## src/rtl/uart_pkg.sv

```systemverilog
// Shared UART types, constants and helpers for uart_tx / uart_rx.
// Parity support in uart_tx is enabled with UART_TX_PARITY_EN.
`timescale 1ns/1ps
package uart_pkg;

  localparam int   UART_DATA_BITS  = 8;
  localparam logic UART_IDLE_LEVEL = 1'b1;

  typedef enum logic [2:0] {
    IDLE,
    START,
    DATA,
    PARITY,
    STOP
  } uart_tx_state_t;

  function automatic int calc_clks_per_bit(
    input int clk_freq,
    input int baud
  );
    return clk_freq / baud;
  endfunction

endpackage

```

## src/rtl/uart_baud_tick.sv

```systemverilog
// Bit-period counter: one-cycle tick on the last clock of each bit.
// Synchronous clear re-aligns the phase at the start of a frame.
`timescale 1ns/1ps
module uart_baud_tick #(
  parameter int CLKS_PER_BIT = 434
) (
  input  logic clk,
  input  logic rst,
  input  logic i_clear,
  input  logic i_en,
  output logic o_tick
);

  localparam int CNT_W =
    (CLKS_PER_BIT > 1) ? $clog2(CLKS_PER_BIT) : 1;
  localparam logic [CNT_W-1:0] LAST =
    CNT_W'(CLKS_PER_BIT - 1);

  logic [CNT_W-1:0] r_cnt;
  logic             w_last;

  assign w_last = (r_cnt == LAST);
  assign o_tick = i_en && w_last;

  always_ff @(posedge clk) begin
    if (rst || i_clear) begin
      r_cnt <= '0;
    end else if (i_en) begin
      r_cnt <= w_last ? '0 : r_cnt + CNT_W'(1);
    end
  end

endmodule

```

## src/rtl/uart_tx.sv

```systemverilog
// UART transmitter: start, 8 data bits LSB first, stop bit(s).
// Define UART_TX_PARITY_EN to insert an even-parity bit before stop.
`timescale 1ns/1ps
module uart_tx
  import uart_pkg::*;
#(
  parameter int CLK_FREQ  = 50_000_000,
  parameter int BAUD_RATE = 115_200,
  parameter int STOP_BITS = 1
) (
  input  logic       clk,
  input  logic       rst,
  input  logic [7:0] data,
  input  logic       data_valid,
  output logic       ready,
  output logic       tx,
  output logic       busy
);

  localparam int CLKS_PER_BIT =
    calc_clks_per_bit(CLK_FREQ, BAUD_RATE);

  generate
    if (CLKS_PER_BIT < 2) begin : g_bad_cpb
      $error("uart_tx: CLKS_PER_BIT must be >= 2");
    end
    if (STOP_BITS != 1 && STOP_BITS != 2) begin : g_bad_stop
      $error("uart_tx: STOP_BITS must be 1 or 2");
    end
  endgenerate

  uart_tx_state_t            r_state;
  uart_tx_state_t            w_state_next;
  logic [UART_DATA_BITS-1:0] r_shift;
  logic [UART_DATA_BITS-1:0] w_shift_next;
  logic [2:0]                r_bit_idx;
  logic [2:0]                w_bit_next;
  logic                      r_tx;
  logic                      w_tx_next;
  logic                      r_ready;
  logic                      r_busy;
  logic                      w_accept;
  logic                      w_tick;

  assign w_accept = data_valid && r_ready;

  uart_baud_tick #(
    .CLKS_PER_BIT(CLKS_PER_BIT)
  ) u_baud (
    .clk    (clk),
    .rst    (rst),
    .i_clear(w_accept),
    .i_en   (r_busy),
    .o_tick (w_tick)
  );

`ifdef UART_TX_PARITY_EN
  logic r_parity;

  always_ff @(posedge clk) begin
    if (rst) begin
      r_parity <= 1'b0;
    end else if (w_accept) begin
      r_parity <= ^data;
    end
  end
`endif

  always_comb begin
    w_state_next = r_state;
    w_shift_next = r_shift;
    w_bit_next   = r_bit_idx;
    case (r_state)
      IDLE: begin
        if (w_accept) begin
          w_state_next = START;
          w_shift_next = data;
          w_bit_next   = '0;
        end
      end
      START: begin
        if (w_tick) w_state_next = DATA;
      end
      DATA: begin
        if (w_tick) begin
          if (r_bit_idx == 3'(UART_DATA_BITS - 1)) begin
`ifdef UART_TX_PARITY_EN
            w_state_next = PARITY;
`else
            w_state_next = STOP;
`endif
            w_bit_next = '0;
          end else begin
            w_bit_next   = r_bit_idx + 3'd1;
            w_shift_next = r_shift >> 1;
          end
        end
      end
`ifdef UART_TX_PARITY_EN
      PARITY: begin
        if (w_tick) w_state_next = STOP;
      end
`endif
      STOP: begin
        // Bit index doubles as the stop-bit counter.
        if (w_tick) begin
          if (r_bit_idx == 3'(STOP_BITS - 1)) begin
            w_state_next = IDLE;
            w_bit_next   = '0;
          end else begin
            w_bit_next = r_bit_idx + 3'd1;
          end
        end
      end
      default: w_state_next = IDLE;
    endcase
  end

  // tx is registered from the next state so the line never glitches.
  always_comb begin
    w_tx_next = UART_IDLE_LEVEL;
    case (w_state_next)
      START:   w_tx_next = 1'b0;
      DATA:    w_tx_next = w_shift_next[0];
`ifdef UART_TX_PARITY_EN
      PARITY:  w_tx_next = r_parity;
`endif
      default: w_tx_next = UART_IDLE_LEVEL;
    endcase
  end

  always_ff @(posedge clk) begin
    if (rst) begin
      r_state   <= IDLE;
      r_shift   <= '0;
      r_bit_idx <= '0;
      r_tx      <= UART_IDLE_LEVEL;
      r_ready   <= 1'b0;
      r_busy    <= 1'b0;
    end else begin
      r_state   <= w_state_next;
      r_shift   <= w_shift_next;
      r_bit_idx <= w_bit_next;
      r_tx      <= w_tx_next;
      r_ready   <= (w_state_next == IDLE);
      r_busy    <= (w_state_next != IDLE);
    end
  end

  assign ready = r_ready;
  assign tx    = r_tx;
  assign busy  = r_busy;

endmodule
```

## config.mk

```make
export PLATFORM = sky130hd
export DESIGN_NAME = uart_tx
export DESIGN_NICKNAME = d
export VERILOG_FILES = /design/src/rtl/uart_pkg.sv /design/src/rtl/uart_baud_tick.sv /design/src/rtl/uart_tx.sv
export SDC_FILE = /design/constraint.sdc
export NUM_CORES = 1
export LEC_CHECK = 0
export ABC_CLOCK_PERIOD_IN_PS = 1800
export CAP_MARGIN = 25
export CORE_ASPECT_RATIO = 0.9
export CORE_MARGIN = 4
export CORE_UTILIZATION = 49
export DETAILED_ROUTE_END_ITERATION = 12
export PLACE_DENSITY = 0.73
export SYNTH_ARGS = -nofsm -noshare
export SYNTH_HDL_FRONTEND = slang
export SYNTH_SLANG_ARGS = --single-unit
export TNS_END_PERCENT = 30
```

## constraint.sdc

```tcl
create_clock -name clk -period 1.8 [get_ports clk]
set_input_delay 0.36 -clock clk [delete_from_list [all_inputs] [get_ports clk]]
set_output_delay 0.36 -clock clk [all_outputs]
set_load 0.02 [all_outputs]
```

==> results.py, run 1 <==
metrics = {
    "critical_path": {
        "path_class": "flop to flop",
        "critPathMaxStageDelay_ns": 0.51,
        "worst-path-buf-inv": 0,
        "crit_chain": "ha_4, ha_4, or4b_4, nor3_2, nor2_1, o41ai_1, nand3_1",
        "cp_top_family": "simple AND/OR/NAND/NOR gates",
        "r2r-end": "tx",
        "worst_setup_path_end_kind": "flop",
        "start_kind": "flop",
        "critPathMaxFanout": 2,
        "critPathRequiredTime_ns": 2.01,
        "worstPathArrival_ns": 2.17,
        "regToRegStartpoint": "r_bit_idx[0]",
        "reg2reg_slack_ns": -0.16,
        "r2r_cells": 7,
        "slowest_stage": "or4b_4",
        "crit_top_cell": "ha_4",
    },
    "routing": {
        "antenna_left": 0,
        "vias": 1163,
        "vias_per_cell": 5.62,
        "wl_met3_um": 116,
        "routed_wirelength_mm": 3.04,
        "top_layer_used": "met4",
        "wire_per_inst_um": 14.7,
        "dr.pass1.iters": 4,
        "wl_met1_mm": 1.41,
        "wl_met2_mm": 1.48,
        "drt_iter0_drc": 94,
        "drc": 0,
    },
    "hold_path": {
        "hold_class": "flop to flop",
        "holdPathEnd": "r_shift[1]",
        "min_path_cells": 2,
        "hp-start": "r_shift[1]",
    },
    "sta": {
        "relSlewSlack": 0.790,
        "fin_ws_ns": -0.165,
        "setup_tns_ns": -0.510,
        "rsz0062_at_grt": "true",
        "drv_slew": 0,
        "setup-violations-final": 10,
        "period_minus_slack_ns": 1.96,
        "tightest_slew_ns": 0.313,
        "finalHoldViolations": 0,
        "hold_slack_ns": 0.470,
        "fin_crit_sh": 1.09,
        "max_freq_mhz": 509,
        "fin_skew_ns": 0.0130,
    },
    "yosys": {
        "synth-main-ff-cell": "dfxtp_1",
        "synthCells": 145,
        "synthDominantCellAreaShare": 0.402,
        "ys_seq_elements": 26,
        "ys_seq_area_frac": 0.402,
        "mappedNetlistNets": 161,
        "yosys.area.top_type": "dfxtp_1",
        "synth.cell_area_um2": 1290,
        "synth_warnings": 0,
        "yosys-top-cells-area": "dfxtp_1, nor2_1, ha_1, a21oi_1, nand2_1",
        "synth_area_per_cell_um2": 8.93,
        "synth_common_cells": "dfxtp_1, nor2_1, nand2_1",
        "synth_edf_count": 0,
        "synth.most_common_cell": "dfxtp_1",
        "synth.distinct_cells": 39,
        "async_flop_share": 0,
    },
    "global_routing": {
        "grt_pass1_vias": 1096,
        "antenna_found_initial": 0,
        "grt_max_degree": 16,
        "grt_pass1_wl_mm": 5.07,
        "grt.overflow.total": 0,
        "track_usage": 0.174,
    },
    "clock_tree": {
        "h-tree-depth": 1,
        "clock_latency_ns": 0.33,
        "cts_tree": "built",
        "cts_hold_buffers": 0,
        "clkTransAtPathRegs_ns": 0.15,
        "numCtsBuffers": 3,
        "clock_path_buffers": 2,
        "clock_sinks": 26,
        "clockRootBuffer": "clkbuf_4",
    },
    "placement": {
        "io_buffers": 13,
        "dp_slack_ns": -0.170,
        "place_area_um2": 1630,
        "place_congestion": 0.855,
        "hpwlAfterDp_mm": 2.19,
    },
    "flow_run": {
        "drv_cap": 0,
    },
    "floorplan": {
        "design.core.area_um2": 2490,
        "start_util": 0.520,
        "io_pins": 14,
        "die_area_um2": 3530,
        "die_h_um": 56.8,
        "die_x_um": 62.2,
        "num_rows": 17,
    },
    "layout": {
        "num-nets-final": 196,
        "drive_gt1_frac": 0.302,
        "antenna_cells": 0,
        "final_area_um2": 1780,
        "area_growth_pct": 37.1,
    },
    "power": {
        "power.density_nw_per_um2": 655,
        "ir_drop_mv": 0.591,
        "total_power_w": 0.00116,
        "leakage_nw": 0.727,
    },
    "run_status": {
        "violations": "negative setup slack",
        "status": "finished, violations left",
    },
}
==> area by class of cell <==
cell class                 count  area [um2]
inverter                       5        18.8
multi-input combinational    107         831
timing repair buffer          37         313
fill                         184         713
clock inverter                 1        30.0
tap                           28        35.0
sequential                    26         526
clock buffer                   3        22.5
==> where the power goes <==
part           switching (W)  internal, W
clock network       0.000174     0.000225
logic              0.0000778    0.0000794
registers          0.0000124     0.000594
==> registers in the layout, indices dropped and copies added (netlist names) <==
signal / flops
tx: 1
u_baud.r_cnt: 9
r_bit_idx: 3
busy: 1
r_state: 3
ready: 1
r_shift: 8
==> worst max-delay path by stage <==
stage	from	to	slack [ns]	cells after the start
finish	r_bit_idx[0]	tx	-0.16	7
global route	r_bit_idx[0]	tx	-0.24	7
CTS	r_bit_idx[0]	tx	-0.15	7
detailed placement	data_valid	r_bit_idx[0]	-0.17	6
global placement	r_bit_idx[0]	tx	-0.10	7
floorplan	r_bit_idx[0]	tx	-0.05	7
==> layout by cell type, fill, tap and decap left out, drive strengths merged, types with 2 or more instances in the layout <==
cell type,count
ha,5
nor4,4
nand2b,5
xnor2,5
a22oi,6
nor2,21
nand2,14
a31oi,2
xor2,3
nor3b,2
clkbuf,3
clkdlybuf4s50,12
buf,24
a21oi,13
dfxtp,26
or3b,2
and3,3
nor3,5
nand4,2
inv,5
==> layer usage <==
metal  vias up  global-route usage
li1        585                   -
met1       548               0.226
met2        26               0.284
met3         4              0.0420
met4         0              0.0526
met5         -                   0
==> timing repair <==
| item | CTS | global route |
|---|---|---|
| gates resized for setup | 5 | 12 |
| endpoints found under the setup margin | 12 | 14 |
| pin swaps | 9 | 2 |
| setup buffers | 3 | 0 |
==> stage by stage <==
step / util / instances
floorplan: - / 145
global placement: 0.654 / 200
detailed placement: 0.654 / 200
CTS: 0.689 / 207
global route: 0.713 / 207
finish: 0.713 / 207
==> worst reg2reg max path, stage by stage, from the launching register on <==
cell and delay [ns]:
dfxtp_4 0.38, ha_4 0.16, ha_4 0.15, or4b_4 0.51, nor3_2 0.16, nor2_1 0.08
o41ai_1 0.32, nand3_1 0.10
==> kinds of logic after synthesis <==
logic type	after synthesis	synth area share
mux	1	0.00773
flops	26	0.402
xor+xnor	8	0.0541
fa+ha+maj	5	0.0483
buf+inv	12	0.0377
simple gates	63	0.288
compound gates	30	0.162
(Power assumes the default switching activity.)
==> inputs of run 2 (changes only) <==
CORE_ASPECT_RATIO = 1.4   (was 0.9)
CTS_BUF_LIST = sky130_fd_sc_hd__clkbuf_16   (was not set)
==> results.py, run 2 (synthesis results as in run 1) <==
metrics = {
    "power": {
        "power.density_nw_per_um2": 694,
        "combPwrFrac": 0.126,
        "total_power_w": 0.00125,
        "leakage_nw": 0.752,
        "power_switching_w": 0.000274,
        "power_frac_seq": 0.487,
        "clkPwrFrac": 0.387,
        "swShare": 0.220,
        "intPower_w": 0.000974,
        "ir_drop_mv": 0.470,
    },
    "sta": {
        "finalHoldViolations": 0,
        "rsz0062_at_grt": "true",
        "relSlewSlack": 0.741,
        "drv_slew": 0,
        "tightest_slew_ns": 0.387,
        "fin_skew_ns": 0.00351,
        "period_minus_slack_ns": 1.81,
        "hold_slack_ns": 0.466,
        "max_freq_mhz": 553,
        "fin_crit_sh": 1.00,
        "fin_ws_ns": -0.00721,
        "setup_tns_ns": -0.00721,
        "setup-violations-final": 1,
    },
    "clock_tree": {
        "cts_hold_buffers": 0,
        "h-tree-depth": 1,
        "numCtsBuffers": 3,
        "clock_latency_ns": 0.26,
        "clock_sinks": 26,
        "clockRootBuffer": "clkbuf_16",
        "clkTransAtPathRegs_ns": 0.06,
        "clock_path_buffers": 2,
        "cts_tree": "built",
    },
    "routing": {
        "dr.pass1.iters": 4,
        "drt_iter0_drc": 28,
        "vias_per_cell": 5.36,
        "routed_wirelength_mm": 2.97,
        "wire_per_inst_um": 13.9,
        "vias": 1142,
        "antenna_left": 0,
        "drc": 0,
    },
    "critical_path": {
        "worstPathArrival_ns": 1.96,
        "cp_top_family": "simple AND/OR/NAND/NOR gates",
        "crit_chain": "ha_4, ha_4, or4b_4, nor4_4, buf_6, nor3b_1, a21oi_1, nor2_1",
        "critPathRequiredTime_ns": 1.95,
        "start_kind": "flop",
        "worst-path-buf-inv": 1,
        "slowest_stage": "or4b_4",
        "critPathMaxStageDelay_ns": 0.50,
        "critPathMaxFanout": 8,
        "worst_setup_path_end_kind": "flop",
        "path_class": "flop to flop",
        "crit_top_cell": "ha_4",
    },
    "hold_path": {
        "hold_class": "flop to flop",
    },
    "floorplan": {
        "die_h_um": 68.8,
        "design.core.area_um2": 2470,
        "num_rows": 21,
        "start_util": 0.524,
        "die_area_um2": 3540,
        "die_x_um": 51.5,
        "io_pins": 14,
    },
    "global_routing": {
        "grt.overflow.total": 0,
        "antenna_found_initial": 0,
        "grt_pass1_wl_mm": 4.76,
        "grt_max_degree": 16,
        "track_usage": 0.179,
        "grt_pass1_vias": 1160,
    },
    "placement": {
        "place_congestion": 0.737,
        "io_buffers": 13,
        "hpwlAfterDp_mm": 2.23,
        "dp_slack_ns": -0.174,
        "dp_cells": 208,
    },
    "layout": {
        "final_common_cell": "dfxtp_1",
        "layout_common_cells": "dfxtp_1, buf_4, nor2_1, nand2_1, clkdlybuf4s50_1",
        "area_growth_pct": 38.9,
        "largest_reg_flops": 9,
        "n_fill_cell": 203,
        "largest_register": "u_baud.r_cnt",
        "instances_no_fill": 213,
        "drive_gt1_frac": 0.279,
        "num-nets-final": 196,
        "reg.largest.list": "u_baud.r_cnt: 9 flops, r_shift: 8 flops",
        "antenna_cells": 0,
    },
    "flow_run": {
        "drv_cap": 0,
    },
    "run_status": {
        "violations": "negative setup slack",
        "status": "finished, violations left",
    },
}
-- run 2: cell count changes in the layout (fill, tap and decap cells not counted), sizes merged --
cell and delta:
dlymetal6s2s +1, bufinv -1, clkinv +1, dlygate4sd2 -1
-- run 2: worst register-to-register path: stages, from the launching register on --
cell	delay (ns)
dfxtp_2	0.33
ha_4	0.16
ha_4	0.15
or4b_4	0.50
nor4_4	0.16
buf_6	0.17
nor3b_1	0.05
a21oi_1	0.12
nor2_1	0.05
-- run 2: worst paths after layout --
kind | startpoint | end | slack [ns] | depth (start not counted)
setup / recovery | r_bit_idx[0] | r_shift[7] | -0.007 | 8
hold / removal | r_shift[2] | r_shift[2] | 0.47 | 2
setup reg to reg | r_bit_idx[0] | r_shift[7] | -0.007 | 8
hold reg to reg | r_shift[2] | r_shift[2] | 0.47 | 2
-- run 2: timing repair --
| item | CTS | global route |
|---|---|---|
| hold endpoints to repair | 0 | 0 |
| setup endpoints to repair | 9 | 14 |
| setup buffers | 0 | 1 |
| pin swaps | 1 | 11 |
| gates resized for setup | 4 | 9 |
-- run 2: metal layers --
| layer | up-vias | wire length, um | share of wire | global-route usage |
|---|---|---|---|---|
| li1 | 581 | - | - | - |
| met1 | 535 | 1140 | 0.38 | 0.172 |
| met2 | 20 | 1670 | 0.56 | 0.374 |
| met3 | 6 | 99 | 0.033 | 0.0258 |
| met4 | 0 | 59 | 0.020 | 0.0623 |
| met5 | - | 0 | 0 | 0 |
-- run 2: area by class of cell --
class | instances | area, um2 | share of cell area
multi-input cells | 107 | 820 | 0.455
flip-flops and latches | 26 | 523 | 0.291
repair buffers | 37 | 317 | 0.176
clock buffers | 3 | 75.1 | 0.0417
well taps | 34 | 42.5 | 0.0236
inverters | 5 | 18.8 | 0.0104
clock inverters | 1 | 3.75 | 0.00209
-- run 2: metrics by stage --
stage,utilization,area [um2]
CTS,0.706,1740
global route,0.728,1800
finish,0.728,1800
detailed placement,0.668,1650
global placement,0.668,1650
floorplan,-,1330
-- run 2: power by group through the flow --
stage	Sequential, W	Combinational, W	Clock (W)
after floorplan	0.000625	0.0000723	0
after CTS	0.000607	0.000153	0.000496
after global placement	0.000619	0.000144	0
after global routing	0.000609	0.000169	0.000518
final	0.000608	0.000157	0.000483
after detailed placement	0.000621	0.000148	0
==> inputs of run 3 (changes only) <==
ABC_CLOCK_PERIOD_IN_PS = 2100   (was 1800)
CORE_UTILIZATION = 50   (was 49)
PLACE_DENSITY = 0.72   (was 0.73)
clock period = 2.1 ns   (was 1.8 ns; I/O delays follow)
==> results.py, run 3 (synthesis results as in run 1) <==
metrics = {
    "placement": {
        "dp_slack_ns": 0.0153,
        "place_congestion": 0.872,
        "hpwlAfterDp_mm": 2.00,
        "dp_cells": 193,
        "io_buffers": 13,
    },
    "hold_path": {
        "min_path_cells": 2,
        "hp-start": "r_shift[6]",
        "holdPathEnd": "r_shift[6]",
        "hold_class": "flop to flop",
    },
    "global_routing": {
        "track_usage": 0.174,
        "antenna_found_initial": 0,
        "grt.overflow.total": 0,
        "grt_pass1_vias": 987,
        "grt_max_degree": 16,
        "grt_pass1_wl_mm": 4.40,
    },
    "routing": {
        "drt_iter0_drc": 35,
        "wire_per_inst_um": 13.3,
        "vias": 1071,
        "antenna_left": 0,
        "drc": 0,
        "vias_per_cell": 5.44,
        "dr.pass1.iters": 4,
        "routed_wirelength_mm": 2.62,
    },
    "layout": {
        "largest_reg_flops": 9,
        "num-nets-final": 180,
        "largest_register": "u_baud.r_cnt",
        "area_growth_pct": 23.1,
        "n_fill_cell": 214,
        "drive_gt1_frac": 0.135,
        "layout_common_cells": "dfxtp_1, nor2_1, nand2_1, clkdlybuf4s50_1, a21oi_1",
        "antenna_cells": 0,
        "reg.largest.list": "u_baud.r_cnt: 9 flops, r_shift: 8 flops",
        "instances_no_fill": 197,
        "final_common_cell": "dfxtp_1",
    },
    "sta": {
        "fin_skew_ns": 0.00291,
        "tightest_slew_ns": 0.688,
        "fin_ws_ns": 0.0950,
        "relSlewSlack": 0.541,
        "setup-violations-final": 0,
        "rsz0062_at_grt": "true",
        "period_minus_slack_ns": 2.01,
        "max_freq_mhz": 499,
        "drv_slew": 0,
        "setup_tns_ns": 0,
        "fin_crit_sh": 0.955,
        "finalHoldViolations": 0,
    },
    "flow_run": {
        "drv_cap": 0,
    },
    "floorplan": {
        "io_pins": 14,
        "die_x_um": 51.0,
        "die_area_um2": 3480,
        "die_h_um": 68.2,
        "num_rows": 21,
        "design.core.area_um2": 2440,
        "start_util": 0.530,
    },
    "critical_path": {
        "critPathRequiredTime_ns": 2.23,
        "start_kind": "flop",
        "worstPathArrival_ns": 2.13,
        "cp_top_family": "simple AND/OR/NAND/NOR gates",
        "regToRegStartpoint": "r_bit_idx[0]",
        "worst-path-buf-inv": 0,
        "critPathMaxFanout": 4,
        "critPathMaxStageDelay_ns": 0.52,
        "crit_cells": 7,
        "slowest_stage": "or4b_4",
        "reg2reg_slack_ns": 0.09,
        "path_class": "flop to flop",
        "worst_setup_path_end_kind": "flop",
        "r2r_cells": 7,
        "r2r-end": "tx",
        "crit_top_cell": "ha_1",
        "crit_chain": "ha_1, ha_1, or4b_4, nor3_2, nor2_1, o41ai_1, nand3_1",
    },
    "clock_tree": {
        "clock_sinks": 26,
        "clock_path_buffers": 2,
        "cts_tree": "built",
        "cts_hold_buffers": 0,
        "clock_latency_ns": 0.26,
        "cts_setup_buffers": 0,
        "clkTransAtPathRegs_ns": 0.06,
        "numCtsBuffers": 3,
        "h-tree-depth": 1,
        "clockRootBuffer": "clkbuf_16",
    },
    "power": {
        "leakage_nw": 0.633,
        "power.density_nw_per_um2": 660,
        "ir_drop_mv": 0.623,
        "total_power_w": 0.00105,
    },
    "run_status": {
        "status": "finished clean",
    },
}
==> run 3: cell count changes in the layout (fill, tap and decap cells not counted), sizes merged <==
cell	previous run	this run
buf	24	8
clkdlybuf4s50	12	13
dlymetal6s2s	1	0
==> run 3: per-stage QoR <==
| step | cell area (um2) | util | hold slack [ns] |
|---|---|---|---|
| after floorplan | 1290 | - | 0.432 |
| after global placement | 1500 | 0.613 | 0.445 |
| after detailed placement | 1500 | 0.613 | 0.450 |
| after CTS | 1580 | 0.647 | 0.463 |
| after global routing | 1590 | 0.652 | 0.475 |
| final | 1590 | 0.652 | 0.462 |
==> run 3: layout make-up <==
class	count	area [um2]	share of cell area
clock buffer	3	75.1	0.0471
clock inverter	1	3.75	0.00235
inverter	5	18.8	0.0118
multi-input combinational	107	743	0.466
sequential	26	520	0.327
tap	34	42.5	0.0267
timing repair buffer	21	190	0.119
==> run 3: what timing repair did <==
item | 4_1_cts | 5_1_grt
endpoints found under the setup margin | 1 | 2
pin swaps | 0 | 1
resized for setup | 1 | 3
==> run 3: per-layer routing <==
layer | global-route usage | vias to the layer above | share of wire
li1 | - | 553 | -
met1 | 0.199 | 500 | 0.44
met2 | 0.302 | 14 | 0.52
met3 | 0.0327 | 4 | 0.023
met4 | 0.101 | 0 | 0.023
met5 | 0 | - | 0
==> run 3: how the worst max path moves through the flow <==
stage / from / endpoint
finish: r_bit_idx[0] / tx
global route: r_bit_idx[0] / tx
CTS: r_bit_idx[0] / tx
detailed placement: r_bit_idx[0] / tx
global placement: r_bit_idx[0] / tx
floorplan: r_bit_idx[0] / tx
==> run 3: worst min-delay path: cells and delay by family, from the launching register on <==
family	cells	cell delay [ns]
AO/OA/AOI/OAI	1	0.05
flip-flops	1	0.31
AND/OR/NAND/NOR	1	0.05
==> run 3: power by group <==
part	leakage, nW	switching [W]	total (W)	internal (W)
combinational	0.384	0.0000526	0.000110	0.0000570
sequential	0.211	0.0000152	0.000526	0.000510
clock	0.0385	0.000163	0.000417	0.000255
total	0.633	0.000230	0.00105	0.000822
